`config.mk`:
```
export PLATFORM = sky130hd
export DESIGN_NAME = instr_fetch_stage
export DESIGN_NICKNAME = d
export VERILOG_FILES = /design/src/rtl/cpu_pkg.sv /design/src/rtl/pc_next_sel.sv /design/src/rtl/instr_fetch_stage.sv
export SDC_FILE = /design/constraint.sdc
export NUM_CORES = 1
export LEC_CHECK = 0
export CORE_MARGIN = 5
export CORE_UTILIZATION = 30
export CTS_CLUSTER_SIZE = 24
export DETAILED_ROUTE_END_ITERATION = 10
export GPL_TIMING_DRIVEN = 0
export HOLD_SLACK_MARGIN = 0.1
export PLACE_DENSITY_LB_ADDON = 0.1
export SKIP_LAST_GASP = 1
export SYNTH_ARGS = -nofsm -noshare
export SYNTH_HDL_FRONTEND = slang
export SYNTH_SLANG_ARGS = --single-unit
```
`constraint.sdc`:
```
create_clock -name clk -period 5.1 [get_ports clk]
set_clock_uncertainty 0.2 [all_clocks]
set_input_delay 0.765 -clock clk [delete_from_list [all_inputs] [get_ports clk]]
set_output_delay 0.765 -clock clk [all_outputs]
set_load 0.01 [all_outputs]
```
`src/rtl/cpu_pkg.sv`:
```
// ----------------------------------------------------------------------------
// cpu_pkg
//   Shared definitions for the pipelined 64-bit core.
//   - PC_INIT      : default PC loaded on reset
//   - NOP_INSTR    : encoding used for IF/ID bubbles
//   - opcode_t     : major opcode classes used by decode
//   - fetch_state_t: IF stage state machine encoding (BOOT/FETCH/HOLD)
//   - add          : 64-bit unsigned adder shared by the PC and ALU paths;
//                    the result wraps modulo 2^64
// ----------------------------------------------------------------------------
package cpu_pkg;

    localparam logic [63:0] PC_INIT   = 64'h0;
    localparam logic [31:0] NOP_INSTR = 32'hD503201F;

    typedef enum logic [2:0] {
        OP_ALU    = 3'd0,
        OP_LOAD   = 3'd1,
        OP_STORE  = 3'd2,
        OP_BRANCH = 3'd3,
        OP_JUMP   = 3'd4,
        OP_SYS    = 3'd5,
        OP_NOP    = 3'd6
    } opcode_t;

    typedef enum logic [1:0] {
        BOOT  = 2'd0,
        FETCH = 2'd1,
        HOLD  = 2'd2
    } fetch_state_t;

    function automatic logic [63:0] add(input logic [63:0] a, input logic [63:0] b);
        return a + b;
    endfunction

endpackage

```
`src/rtl/pc_next_sel.sv`:
```
// ----------------------------------------------------------------------------
// pc_next_sel
//   Combinational next-PC selection for the fetch stage.
//   Ports:
//     pc         in  64 : current fetch PC
//     br_taken   in   1 : taken branch this cycle (already gated by stall)
//     br_target  in  64 : branch target from decode
//     redir_pend in   1 : a redirect was stored while a request was in flight
//     redir_tgt  in  64 : the stored redirect target
//     pc_next    out 64 : selected next PC
//   A fresh branch wins over a stored one, since it is the newer decision.
// ----------------------------------------------------------------------------
module pc_next_sel
    import cpu_pkg::*;
(
    input  logic [63:0] pc,
    input  logic        br_taken,
    input  logic [63:0] br_target,
    input  logic        redir_pend,
    input  logic [63:0] redir_tgt,
    output logic [63:0] pc_next
);

    logic [63:0] pc_plus4;

    assign pc_plus4 = add(pc, 64'd4);

    always_comb begin
        pc_next = pc_plus4;
        if (br_taken) begin
            pc_next = br_target;
        end else if (redir_pend) begin
            pc_next = redir_tgt;
        end
    end

endmodule

```
`src/rtl/instr_fetch_stage.sv`:
```
// ----------------------------------------------------------------------------
// instr_fetch_stage
//   IF stage: owns the PC, requests instructions from instruction memory and
//   loads the IF/ID register. One skid entry absorbs a word that returns while
//   decode is stalled.
//
//   Parameters:
//     PC_INIT        : PC loaded on reset
//   Ports:
//     clk            in   1 : clock, rising edge
//     rst_n          in   1 : synchronous active-low reset
//     stall          in   1 : decode held; IF/ID and PC do not advance
//     br_taken       in   1 : taken branch resolved by decode
//     br_target      in  64 : branch target
//     imem_req       out  1 : fetch request valid
//     imem_addr      out 64 : fetch address
//     imem_ready     in   1 : memory returns imem_data this cycle
//     imem_data      in  32 : instruction word
//     if_id_valid    out  1 : IF/ID holds a real instruction
//     if_id_instr    out 32 : instruction to decode
//     if_id_pc       out 64 : PC of if_id_instr
//     fetch_count    out 32 : valid IF/ID loads, wraps modulo 2^32
//     state_dbg      out  2 : current fetch state
//
//   Memory handshake: a word transfers on any cycle where imem_req and
//   imem_ready are both high (zero-wait return is legal). While imem_req is
//   high and imem_ready low, imem_addr is held constant. Dropping imem_req
//   (reset) abandons the outstanding request.
//
//   Build option FETCH_DELAY_SLOT_EN: when defined, the word fetched right
//   after a taken branch (the delay slot) is delivered as a valid
//   instruction; otherwise it is squashed into a bubble and not counted.
// ----------------------------------------------------------------------------
module instr_fetch_stage
    import cpu_pkg::*;
#(
    parameter logic [63:0] PC_INIT = cpu_pkg::PC_INIT
) (
    input  logic         clk,
    input  logic         rst_n,
    input  logic         stall,
    input  logic         br_taken,
    input  logic [63:0]  br_target,
    output logic         imem_req,
    output logic [63:0]  imem_addr,
    input  logic         imem_ready,
    input  logic [31:0]  imem_data,
    output logic         if_id_valid,
    output logic [31:0]  if_id_instr,
    output logic [63:0]  if_id_pc,
    output logic [31:0]  fetch_count,
    output fetch_state_t state_dbg
);

`ifdef FETCH_DELAY_SLOT_EN
    localparam logic DS_KEEP = 1'b1;
`else
    localparam logic DS_KEEP = 1'b0;
`endif

    fetch_state_t state, state_nxt;
    logic [63:0]  pc, pc_nxt, pc_sel;
    logic         redir_pend, redir_pend_nxt;
    logic [63:0]  redir_tgt, redir_tgt_nxt;
    logic         skid_valid, skid_valid_nxt;
    logic [31:0]  skid_instr, skid_instr_nxt;
    logic [63:0]  skid_pc, skid_pc_nxt;
    logic         if_id_valid_nxt;
    logic [31:0]  if_id_instr_nxt;
    logic [63:0]  if_id_pc_nxt;
    logic [31:0]  fetch_count_nxt;
    logic         if_id_load;

    logic br_eff;     // branch honoured this cycle (stall has priority)
    logic accept;     // word transferred from memory this cycle
    logic is_ds;      // the accepted word is the delay slot of a taken branch
    logic keep_word;  // accepted word goes on to decode as a valid instruction

    assign imem_req  = (state == FETCH);
    assign imem_addr = pc;
    assign state_dbg = state;

    assign br_eff    = br_taken & ~stall;
    assign accept    = imem_req & imem_ready;
    // Pending redirect means no word was accepted since the branch, so the
    // next accepted word is its delay slot.
    assign is_ds     = accept & (br_eff | redir_pend);
    assign keep_word = ~is_ds | DS_KEEP;

    pc_next_sel u_pc_next_sel (
        .pc         (pc),
        .br_taken   (br_eff),
        .br_target  (br_target),
        .redir_pend (redir_pend),
        .redir_tgt  (redir_tgt),
        .pc_next    (pc_sel)
    );

    always_comb begin
        state_nxt       = state;
        pc_nxt          = pc;
        redir_pend_nxt  = redir_pend;
        redir_tgt_nxt   = redir_tgt;
        skid_valid_nxt  = skid_valid;
        skid_instr_nxt  = skid_instr;
        skid_pc_nxt     = skid_pc;
        if_id_load      = 1'b0;
        if_id_valid_nxt = if_id_valid;
        if_id_instr_nxt = if_id_instr;
        if_id_pc_nxt    = if_id_pc;

        case (state)
            BOOT: begin
                state_nxt = FETCH;
            end
            FETCH: begin
                if (accept) begin
                    pc_nxt         = pc_sel;
                    redir_pend_nxt = 1'b0;
                    if (stall) begin
                        skid_valid_nxt = keep_word;
                        skid_instr_nxt = imem_data;
                        skid_pc_nxt    = pc;
                        state_nxt      = HOLD;
                    end else begin
                        if_id_load      = 1'b1;
                        if_id_valid_nxt = keep_word;
                        // A squashed word becomes a bubble that keeps the old PC.
                        if_id_instr_nxt = keep_word ? imem_data : NOP_INSTR;
                        if_id_pc_nxt    = keep_word ? pc : if_id_pc;
                    end
                end else if (!stall) begin
                    if_id_load      = 1'b1;
                    if_id_valid_nxt = 1'b0;
                    if_id_instr_nxt = NOP_INSTR;
                end
            end
            HOLD: begin
                if (!stall) begin
                    if_id_load      = 1'b1;
                    if_id_valid_nxt = skid_valid;
                    if_id_instr_nxt = skid_valid ? skid_instr : NOP_INSTR;
                    if_id_pc_nxt    = skid_valid ? skid_pc : if_id_pc;
                    state_nxt       = FETCH;
                end
            end
            default: begin
                state_nxt = BOOT;
            end
        endcase

        // A branch that cannot steer the PC yet is remembered until the
        // in-flight (or next) word arrives; the address meanwhile stays put.
        if (br_eff && !accept) begin
            redir_pend_nxt = 1'b1;
            redir_tgt_nxt  = br_target;
        end

        fetch_count_nxt = fetch_count;
        if (if_id_load && if_id_valid_nxt) begin
            fetch_count_nxt = fetch_count + 32'd1;
        end
    end

    always_ff @(posedge clk) begin
        if (!rst_n) begin
            state       <= BOOT;
            pc          <= PC_INIT;
            redir_pend  <= 1'b0;
            redir_tgt   <= 64'd0;
            skid_valid  <= 1'b0;
            skid_instr  <= NOP_INSTR;
            skid_pc     <= 64'd0;
            if_id_valid <= 1'b0;
            if_id_instr <= NOP_INSTR;
            if_id_pc    <= 64'd0;
            fetch_count <= 32'd0;
        end else begin
            state       <= state_nxt;
            pc          <= pc_nxt;
            redir_pend  <= redir_pend_nxt;
            redir_tgt   <= redir_tgt_nxt;
            skid_valid  <= skid_valid_nxt;
            skid_instr  <= skid_instr_nxt;
            skid_pc     <= skid_pc_nxt;
            if_id_valid <= if_id_valid_nxt;
            if_id_instr <= if_id_instr_nxt;
            if_id_pc    <= if_id_pc_nxt;
            fetch_count <= fetch_count_nxt;
        end
    end

endmodule

```
==> out/metrics.cfg, run 1 <==
[die]
die_area_mm2=0.0602
start_util_pct=30.2
core-area_mm2=0.0550
rows=86
die_h_um=245
die_w_um=245
ios=297

[pwr]
p_total_w=0.00953
p_per_area_mw_per_mm2=433
leakage_nw=7.79
vdd_ir_drop_max_uv=219

[worst_setup_path]
r2r_start=imem_addr[6]$_SDFFE_PN0P_
crit_start=stall
crit_required_ps=5370
worstPathArrival_ps=4290
crit_path_end_kind=flop
worst_setup_path_start_kind=input pin
worstPathMaxFanout=10
path_class=in2reg

[grt]
grt_usage_pct=22.4
antenna_found_initial=2
grt_pass1_vias=16000
grt_overflow=0
grt_max_degree=13
grt_pass1_wl_um=104000

[route]
vias=16400
drtIter0Drc=1390
routed_wl_um=69900
drcViolationCount=0
wl_per_cell_um=22.0
ant_nets=0
dr.pass1.iters=5
vias_per_cell=5.16

[timing]
post-route-min-period_ps=4020
finalSetupTns_ps=0
fmax_mhz=249
worst_slack_ps=1080
period_share_pct=78.8
finalHoldViolations=0
rsz0062_at_grt=no
setup_violations=0
whs_ps=260
maxSlewViolCount=0
relSlewSlack_pct=32.9
tightest_slew_ps=998

[clock_tree]
cts_tree=done
postCtsResizedCells=0
htree_levels=2
hold_buffers=0
post_cts_buffers=0
numCtsBuffers=44
cts.clk_slew.worst_paths_ps=60
clock-sinks=357
clk_path_buf_depth=3
clk_latency_ps=580
cts-root-buf=clkbuf_16

[synthesis]
synth_commonest_cells=nand2_1, dfxtp_1, a21boi_0, clkbuf_1, nor2_1
syn_area_mm2=0.0166
async_reset_ff_share_pct=0
synth_edf_count=0
avgSynthCellArea_um2=8.10
yosys_warnings=0
syn-num-nets=2157
synth.area.top_cells=dfxtp_1, nand2_1, a21boi_0
synthFlopType=dfxtp_1
syn_inst=2050
synth_seq_cells=357
yosysSeqAreaShare_pct=43.0
ys_types=72
synth_most_common_cell=nand2_1
yosysTopAreaCellShare_pct=43.0
synth.largest_area_cell=dfxtp_1

[run_status]
status=finished, final reports clean

[finish]
drive_gt1_share_pct=4.16
fill_cells=5631
antennaDiodeCount=0
regArea_mm2=0.00715
area_growth_pct=32.4
final_nets=2499
multi_input_area_mm2=0.00869
stdcell_count=3176

[place]
hpwlAfterDp_um=53600
gp_congestion=0.921
portBuffers=296
pre_cts_slack_ps=488
dp.cells=3094

[run]
timing.max_cap.violations=0

[min_path]
hold_start=redir_tgt[43]$_SDFFE_PN0P_
hold_class=reg2reg

cell families after synthesis:
kind of cell             Yosys count  synth area share, %
AO/OA/AOI/OAI                    506                 22.2
XOR/XNOR                          40                 2.11
adder cells (fa/ha/maj)            6                0.452
buffers and inverters            202                 4.68
flip-flops                       357                 43.0
multiplexers                      63                 3.80
AND/OR/NAND/NOR                  876                 23.8
through the flow:
| stage | instance area, um^2 | utilization (%) |
|---|---|---|
| final | 22000 | 40.0 |
| after detailed placement | 20500 | 37.3 |
| after floorplan | 16600 | - |
| after global routing | 22000 | 40.0 |
| after CTS | 22000 | 40.0 |
| after global placement | 20500 | 37.3 |
worst max-delay path: stages:
cell             delay [ps]
clkdlybuf4s50_1         530
buf_2                   240
nor2b_1                 170
nor2_1                  730
nand2_1                 130
a221oi_1                340
clkbuf_1                540
clkbuf_1                480
nand2_1                 190
o211a_1                 170
layout make-up:
class	instances	share of cell area, %
Timing Repair Buffer	296	13.5
Multi-Input combinational cell	1491	39.5
Sequential cell	357	32.5
Inverter	27	0.461
Clock buffer	63	5.79
Clock inverter	19	0.973
Buffer	175	3.08
Tap cell	748	4.25
power by group:
| part | internal, W | total, W | switching, W |
|---|---|---|---|
| clock | 0.00194 | 0.00325 | 0.00130 |
| combinational | 0.00118 | 0.00279 | 0.00161 |
| sequential | 0.00318 | 0.00349 | 0.000316 |
| total | 0.00630 | 0.00953 | 0.00323 |
state kept, by name, indices dropped and copies added, names as in the netlist:
register     cells
redir_tgt       64
skid_instr      32
if_id_instr     32
if_id_pc        64
redir_pend       1
state_dbg        2
skid_valid       1
if_id_valid      1
skid_pc         64
imem_addr       64
fetch_count     32
per-layer routing:
layer  track usage (%)  routed length, um  vias to the layer above
li1                  -                  -                     7902
met1              29.8              30700                     7744
met2              36.5              31600                      607
met3              4.60               5170                      132
met4              7.44               2370                        0
met5                 0                  0                        -
layout by cell type, fill, tap and decap left out, types with 18 or more instances in the layout:
master,instances
mux2i_1,62
a221oi_1,20
inv_1,26
xor2_1,22
a21oi_1,58
nand3_1,76
nor3_1,42
clkdlybuf4s50_1,296
clkbuf_1,160
o21ai_0,81
nand2_1,495
or3_1,33
dfxtp_1,357
xnor2_1,18
o211a_1,51
nor2_1,110
a211oi_1,21
a21boi_0,158
nand4_1,25
o211ai_1,32
clkbuf_16,45
path summary, 6_finish.rpt:
check	slack (ps)	cells after the start	end
max reg2reg	1530	8	imem_addr[49]$_SDFFE_PN0P_
min reg2reg	260	2	redir_tgt[43]$_SDFFE_PN0P_
min	260	2	redir_tgt[43]$_SDFFE_PN0P_
max	1080	10	if_id_pc[35]$_SDFFE_PN0P_
No activity file was read; power rests on OpenSTA's default activity.
==> run 2, diff against run 1 <==
- clock period: 5.1 -> 4 ns (I/O delays scaled with it)
==> results of run 2 <==
Same layout as run 1 (identical final DEF). Status: finished, final reports clean.
Among the figures that moved: setup slack after placement 488 ps -> -447 ps; setup slack after layout 1080 ps -> 148 ps; register-to-register setup slack 1530 ps -> 430 ps; total power 0.00953 W -> 0.0121 W; worst IR drop on VDD 219 uV -> 279 uV
